==> config.mk <==
export PLATFORM = sky130hd
export DESIGN_NAME = draw_port_arbiter
export DESIGN_NICKNAME = d
export VERILOG_FILES = /design/src/rtl/draw_pkg.sv /design/src/rtl/draw_priority_enc.sv /design/src/rtl/draw_port_arbiter.sv
export SDC_FILE = /design/constraint.sdc
export NUM_CORES = 1
export LEC_CHECK = 0
export CAP_MARGIN = 20
export CORE_ASPECT_RATIO = 1.1
export CORE_MARGIN = 4
export CORE_UTILIZATION = 34
export CTS_CLUSTER_DIAMETER = 50
export DETAILED_ROUTE_END_ITERATION = 12
export GPL_TIMING_DRIVEN = 0
export PLACE_DENSITY = 0.76
export SYNTH_ARGS = -nofsm -noshare
export SYNTH_HDL_FRONTEND = slang
export SYNTH_SLANG_ARGS = --single-unit
==> constraint.sdc <==
create_clock -name clock -period 1.97 [get_ports clock]
set_clock_uncertainty 0.15 [all_clocks]
set_input_delay 0.394 -clock clock [delete_from_list [all_inputs] [get_ports clock]]
set_output_delay 0.394 -clock clock [all_outputs]
set_load 0.02 [all_outputs]
==> src/rtl/draw_pkg.sv <==
// -----------------------------------------------------------------------------
// draw_pkg
// Shared definitions for the drawing-port arbiter and its helpers:
//   - arbiter state encoding (IDLE / GRANT / RELEASE)
//   - engine index constants (0 = highest priority)
//   - VGA adapter dimensions and pixel field widths
//   - watchdog counter width helper
// -----------------------------------------------------------------------------
package draw_pkg;

  // VGA adapter geometry (160 x 120, 3-bit colour)
  localparam int VGA_W    = 160;
  localparam int VGA_H    = 120;
  localparam int X_W      = 8;
  localparam int Y_W      = 7;
  localparam int COLOUR_W = 3;

  // Drawing engines, listed in priority order (lowest index wins)
  localparam int ENG_CLEAR = 0;
  localparam int ENG_BG    = 1;
  localparam int ENG_CAR   = 2;
  localparam int ENG_WIN   = 3;
  localparam int ENG_MENU  = 4;
  localparam int NUM_ENG   = 5;

  typedef enum logic [1:0] {
    ST_IDLE    = 2'd0,
    ST_GRANT   = 2'd1,
    ST_RELEASE = 2'd2
  } arb_state_t;

  // Watchdog width; never below one bit so tiny timeouts still elaborate.
  function automatic int wd_width(input int cycles);
    return (cycles > 2) ? $clog2(cycles) : 1;
  endfunction

endpackage

==> src/rtl/draw_priority_enc.sv <==
// -----------------------------------------------------------------------------
// draw_priority_enc
// Combinational fixed-priority encoder: the lowest set bit of req wins.
// Ports:
//   req    in  N   request vector
//   onehot out N   one-hot of the winning index, zero when nothing is set
//   valid  out 1   any request set
// -----------------------------------------------------------------------------
module draw_priority_enc #(
  parameter int N = 5
) (
  input  logic [N-1:0] req,
  output logic [N-1:0] onehot,
  output logic         valid
);

  // Scan from the top down so the last hit, i.e. the lowest index, sticks.
  always_comb begin
    onehot = '0;
    for (int i = N - 1; i >= 0; i--) begin
      if (req[i]) begin
        onehot    = '0;
        onehot[i] = 1'b1;
      end
    end
  end

  assign valid = |req;

endmodule

==> src/rtl/draw_port_arbiter.sv <==
// -----------------------------------------------------------------------------
// draw_port_arbiter
// Shares the single VGA pixel-write port among the drawing engines. One engine
// is granted at a time under fixed priority (index 0 highest), the grant is held
// until that engine pulses done, drops its request, or the watchdog expires.
// Each grant is followed by one RELEASE cycle so engines never overlap.
// Ports:
//   clock, reset            clock, synchronous active-high reset
//   frame_tick              one-cycle frame pulse (gates new grants if FRAME_ALIGN)
//   req, done               per-engine request level / completion pulse
//   eng_x/y/colour/plot     flattened per-engine pixel streams
//   grant                   registered one-hot grant
//   vga_x/y/colour/plot     registered pixel port to the VGA adapter
//   busy                    state is not IDLE
//   timeout_err             sticky watchdog flag, cleared only by reset
// -----------------------------------------------------------------------------
module draw_port_arbiter #(
  parameter int NUM_REQ        = 5,
  parameter int X_W            = 8,
  parameter int Y_W            = 7,
  parameter int COLOUR_W       = 3,
  parameter int TIMEOUT_CYCLES = 32768,
  parameter int FRAME_ALIGN    = 0
) (
  input  logic                         clock,
  input  logic                         reset,
  input  logic                         frame_tick,
  input  logic [NUM_REQ-1:0]           req,
  input  logic [NUM_REQ-1:0]           done,
  input  logic [NUM_REQ*X_W-1:0]       eng_x,
  input  logic [NUM_REQ*Y_W-1:0]       eng_y,
  input  logic [NUM_REQ*COLOUR_W-1:0]  eng_colour,
  input  logic [NUM_REQ-1:0]           eng_plot,
  output logic [NUM_REQ-1:0]           grant,
  output logic [X_W-1:0]               vga_x,
  output logic [Y_W-1:0]               vga_y,
  output logic [COLOUR_W-1:0]          vga_colour,
  output logic                         vga_plot,
  output logic                         busy,
  output logic                         timeout_err
);

  import draw_pkg::*;

  localparam int             WD_W    = wd_width(TIMEOUT_CYCLES);
  localparam logic [WD_W-1:0] WD_LAST = WD_W'(TIMEOUT_CYCLES - 1);

  arb_state_t         state, state_nxt;
  logic [NUM_REQ-1:0] grant_nxt;
  logic [NUM_REQ-1:0] pick;
  logic               pick_vld;
  logic               eligible;
  logic [WD_W-1:0]    wd, wd_nxt;
  logic               err_nxt;

  // Granted engine's signals, selected by the one-hot grant register
  logic [X_W-1:0]      sel_x;
  logic [Y_W-1:0]      sel_y;
  logic [COLOUR_W-1:0] sel_colour;
  logic                sel_plot;
  logic                sel_done;
  logic                sel_req;

  draw_priority_enc #(.N(NUM_REQ)) u_enc (
    .req    (req),
    .onehot (pick),
    .valid  (pick_vld)
  );

  // With FRAME_ALIGN a new grant can only start on the frame pulse.
  assign eligible = pick_vld && ((FRAME_ALIGN == 0) || frame_tick);

  // AND-OR mux; grant is one-hot or zero so at most one term contributes.
  always_comb begin
    sel_x      = '0;
    sel_y      = '0;
    sel_colour = '0;
    sel_plot   = 1'b0;
    sel_done   = 1'b0;
    sel_req    = 1'b0;
    for (int i = 0; i < NUM_REQ; i++) begin
      if (grant[i]) begin
        sel_x      = sel_x      | eng_x[i*X_W +: X_W];
        sel_y      = sel_y      | eng_y[i*Y_W +: Y_W];
        sel_colour = sel_colour | eng_colour[i*COLOUR_W +: COLOUR_W];
        sel_plot   = sel_plot   | eng_plot[i];
        sel_done   = sel_done   | done[i];
        sel_req    = sel_req    | req[i];
      end
    end
  end

  always_comb begin
    state_nxt = state;
    grant_nxt = grant;
    wd_nxt    = wd;
    err_nxt   = timeout_err;
    case (state)
      ST_IDLE: begin
        if (eligible) begin
          grant_nxt = pick;
          wd_nxt    = '0;
          state_nxt = ST_GRANT;
        end
      end
      ST_GRANT: begin
        // Saturating: the counter never wraps even if the exit is deferred.
        if (wd != WD_LAST) wd_nxt = wd + WD_W'(1);
        if (sel_done) begin
          grant_nxt = '0;
          state_nxt = ST_RELEASE;
        end else if (!sel_req) begin
          // Engine withdrew without finishing: release quietly.
          grant_nxt = '0;
          state_nxt = ST_RELEASE;
        end else if (wd == WD_LAST) begin
          err_nxt   = 1'b1;
          grant_nxt = '0;
          state_nxt = ST_RELEASE;
        end
      end
      ST_RELEASE: begin
        grant_nxt = '0;
        state_nxt = ST_IDLE;
      end
      default: begin
        grant_nxt = '0;
        state_nxt = ST_IDLE;
      end
    endcase
  end

  always_ff @(posedge clock) begin
    if (reset) begin
      state       <= ST_IDLE;
      grant       <= '0;
      wd          <= '0;
      timeout_err <= 1'b0;
      vga_x       <= '0;
      vga_y       <= '0;
      vga_colour  <= '0;
      vga_plot    <= 1'b0;
    end else begin
      state       <= state_nxt;
      grant       <= grant_nxt;
      wd          <= wd_nxt;
      timeout_err <= err_nxt;
      case (state)
        // Forward every GRANT cycle, including the one carrying done, so the
        // engine's final pixel lands during the RELEASE cycle.
        ST_GRANT: begin
          vga_x      <= sel_x;
          vga_y      <= sel_y;
          vga_colour <= sel_colour;
          vga_plot   <= sel_plot;
        end
        ST_RELEASE: vga_plot <= 1'b0;
        default: ;  // coordinates hold their last value while idle
      endcase
    end
  end

  assign busy = (state != ST_IDLE);

endmodule

==> metrics.txt <==
outcome=finished, violations left; failing checks=setup timing; CP Launch Type=flop; DR WL/cell=19.85 um; Async SR Flop Fraction=0%; Tcrit/Tclk final=102.9%; Slew Viols, Final=0; FMAX=493.1 MHz; number of distinct library cells after synthesis=between 40 and 50; RSZ-0062 raised after global routing=true; vias in the first global route=2821; nets@finish=531; clock buffer depth=2; Area growth syn-to-layout=78.70%; Slew @ Worst Pin=0.6299 ns; core area=around 6600 um2; Worst Slack Setup Final=-0.05810 ns; Main synth FF type=dfxtp_1; port bufs=131; I/O pin count=134; Synth top area share=36.42%; cell with the most instances after synthesis=dfxtp_1; initial antenna violation count=0; first-pass GRT wire length=between 10 and 15 mm; leakage power=1.477 nW; Post-DP Area=3722 um2; vias after detailed routing=between 3000 and 4000; Antenna Violating Nets Remaining=0; DRC=0; EDFF count, synth=0; Non-Filler Instances=501; layout cells sized above 1=~15%; number of vias per cell=6.034; Final Instance Area=4125 um2; cell family with most CP delay=simple AND/OR/NAND/NOR gates; pin count of the biggest net entering global routing=13; Final HPWL DP=7.034 mm; Commonest cells post-synth=42 x dfxtp_1, 38 x nor2_1, 22 x a22oi_1, 19 x a222oi_1; Post-Syn Area=2308 um2; Synth Warn #=0; Avg Synthesized Cell Area=between 8 and 9 um2; initial drt markers=~310; Worst-path clk slew=0.08 ns; slowest CP cell=or4_4; placed insts=roughly 480; CP peak stage delay=0.48 ns; Clk network pwr share=22.9%; Worst EP arrival=2.03 ns; Max-cap violations=0; Clock Sinks=between 40 and 50; Fin. Hold Viols=0; sw frac=31.60%; TritonCTS clock tree=yes; Remaining Overflow, GRT=0; Synth area leaders=dfxtp_1 36%, a222oi_1 8.2%, a22oi_1 7.2%; P_int=1.614 mW; Mapped Cells=roughly 270; critical setup path kind=reg2reg; worst-path maximum fanout=7; sequential share of power=41.0%; initial core utilization=35.01%; Die Width=86.57 um; CTS root buffer=clkbuf_8; Die Ht=between 90 and 100 um; syn_nets=380; Post-CTS Hold Buffers=0; Die Footprint=8173 um2; worst hold path class=in2reg; GRT Total Usage=a little over a fifth; GP Congestion=0.9227; Pre-Repair DR Iteration Count=6; NetSw=745.8 uW; PD cells=roughly 570 nW/um2; combinational cell fraction of total power=36.1%; Synth Register Bits=42; diode count=0; Total Wirelength=9.943 mm; num rows=31; maximum vdd drop=0.2971 mV; min Tclk post-route=2.028 ns; Crit path buffers/inverters=1; crit-path cells=ha_4 -> nand4_1 -> buf_4 -> or4_4 -> nand3_1 -> mux2_4 -> o311ai_1; H-tree levels=2; kind of end point of the critical path=flop; total CTS buffers=5; CP required=about 2.0 ns; Slew headroom=58.01%; register area share after synthesis=36.42%; final setup fails=12; post-synth top area cell=dfxtp_1; Clock Latency Late Sink=0.30 ns
==> layer usage <==
metal	up-vias	routed length, um	global-route usage [%]
li1	1373	-	-
met1	1446	4064	27.03
met2	179	4793	35.97
met3	25	861	4.276
met4	0	223	6.494
met5	-	0	0
==> cells in the final DEF (no fill, tap or decap), types with 9 or more instances in the layout <==
master,Yosys,layout
clkdlybuf4s50_1,0,121
nor2_1,38,36
dfxtp_1,42,34
a22oi_1,22,21
a222oi_1,19,19
a311oi_1,18,18
nand2_1,17,15
clkbuf_1,18,13
buf_4,0,12
nand4_1,9,9
==> power groups by stage <==
stage               combinational [mW]  sequential, mW  clock (mW)
floorplan                        0.267            1.05           0
global placement                 0.764           0.980           0
detailed placement               0.773           0.982           0
CTS                              0.792           0.961       0.544
global route                     0.902           0.976       0.587
finish                           0.852           0.968       0.540
==> cells by family (layout without fill, tap and decap cells) <==
logic type      count (synthesis)  in the layout  share of synthesized area (%)
simple gates                   96             96                          21.08
compound gates                 86             86                          30.73
flops                          42             42                          36.42
buf+inv                        28            179                          4.878
xor+xnor                       10             10                          3.794
fa+ha+maj                       4              4                          2.168
mux                             2              2                         0.9214
==> area by class of cell <==
type,instances,area (um2)
inverter,7,28.78
fill,565,2469
tap,82,102.6
timing repair buffer,145,1445
clock buffer,6,72.57
multi-input combinational,198,1516
clock inverter,1,7.507
buffer,20,98.84
sequential,42,853.3
==> worst paths after layout <==
kind,startpoint,endpoint,slack [ns],cells past startpoint
setup / recovery,wd[0],state[0],-0.06,7
hold / removal,req[3],grant[3],0.32,3
setup reg to reg,wd[0],state[0],-0.06,7
hold reg to reg,timeout_err,timeout_err,0.34,2
==> metrics by stage <==
| step | setup WS, ns | util (%) | hold slack, ns | total power, mW | TNS [ns] |
|---|---|---|---|---|---|
| after CTS | -0.05600 | 58.37 | 0.3376 | 2.297 | -0.1159 |
| after floorplan | 0.07951 | - | 0.2908 | 1.318 | 0 |
| after global placement | -0.4684 | 56.45 | 0.3009 | 1.744 | -10.30 |
| final | -0.05810 | 62.56 | 0.3246 | 2.360 | -0.2490 |
| after global routing | -0.1054 | 62.56 | 0.3557 | 2.465 | -1.104 |
| after detailed placement | -0.5373 | 56.45 | 0.3139 | 1.755 | -11.24 |
==> worst min-delay path, delay by kind of cell <==
| kind | cells | cell delay, ns |
|---|---|---|
| buffers and inverters | 1 | 0.18 |
| and+or+nand+nor | 1 | 0.05 |
| AOI/OAI and AO/OA | 1 | 0.10 |
==> sequential cells by signal, summed over array words and instances, names as in the netlist <==
signal,cells
vga_x,8
vga_y,7
wd,15
grant,5
timeout_err,1
vga_plot,1
state,2
vga_colour,3
==> repair_timing <==
item,in CTS,in global routing
setup endpoints to repair,43,26
gates cloned,0,1
buffers inserted,2,11
gates resized for setup,21,41
hold endpoints to repair,0,0
pin swaps,2,13
(Power assumes the default switching activity.)
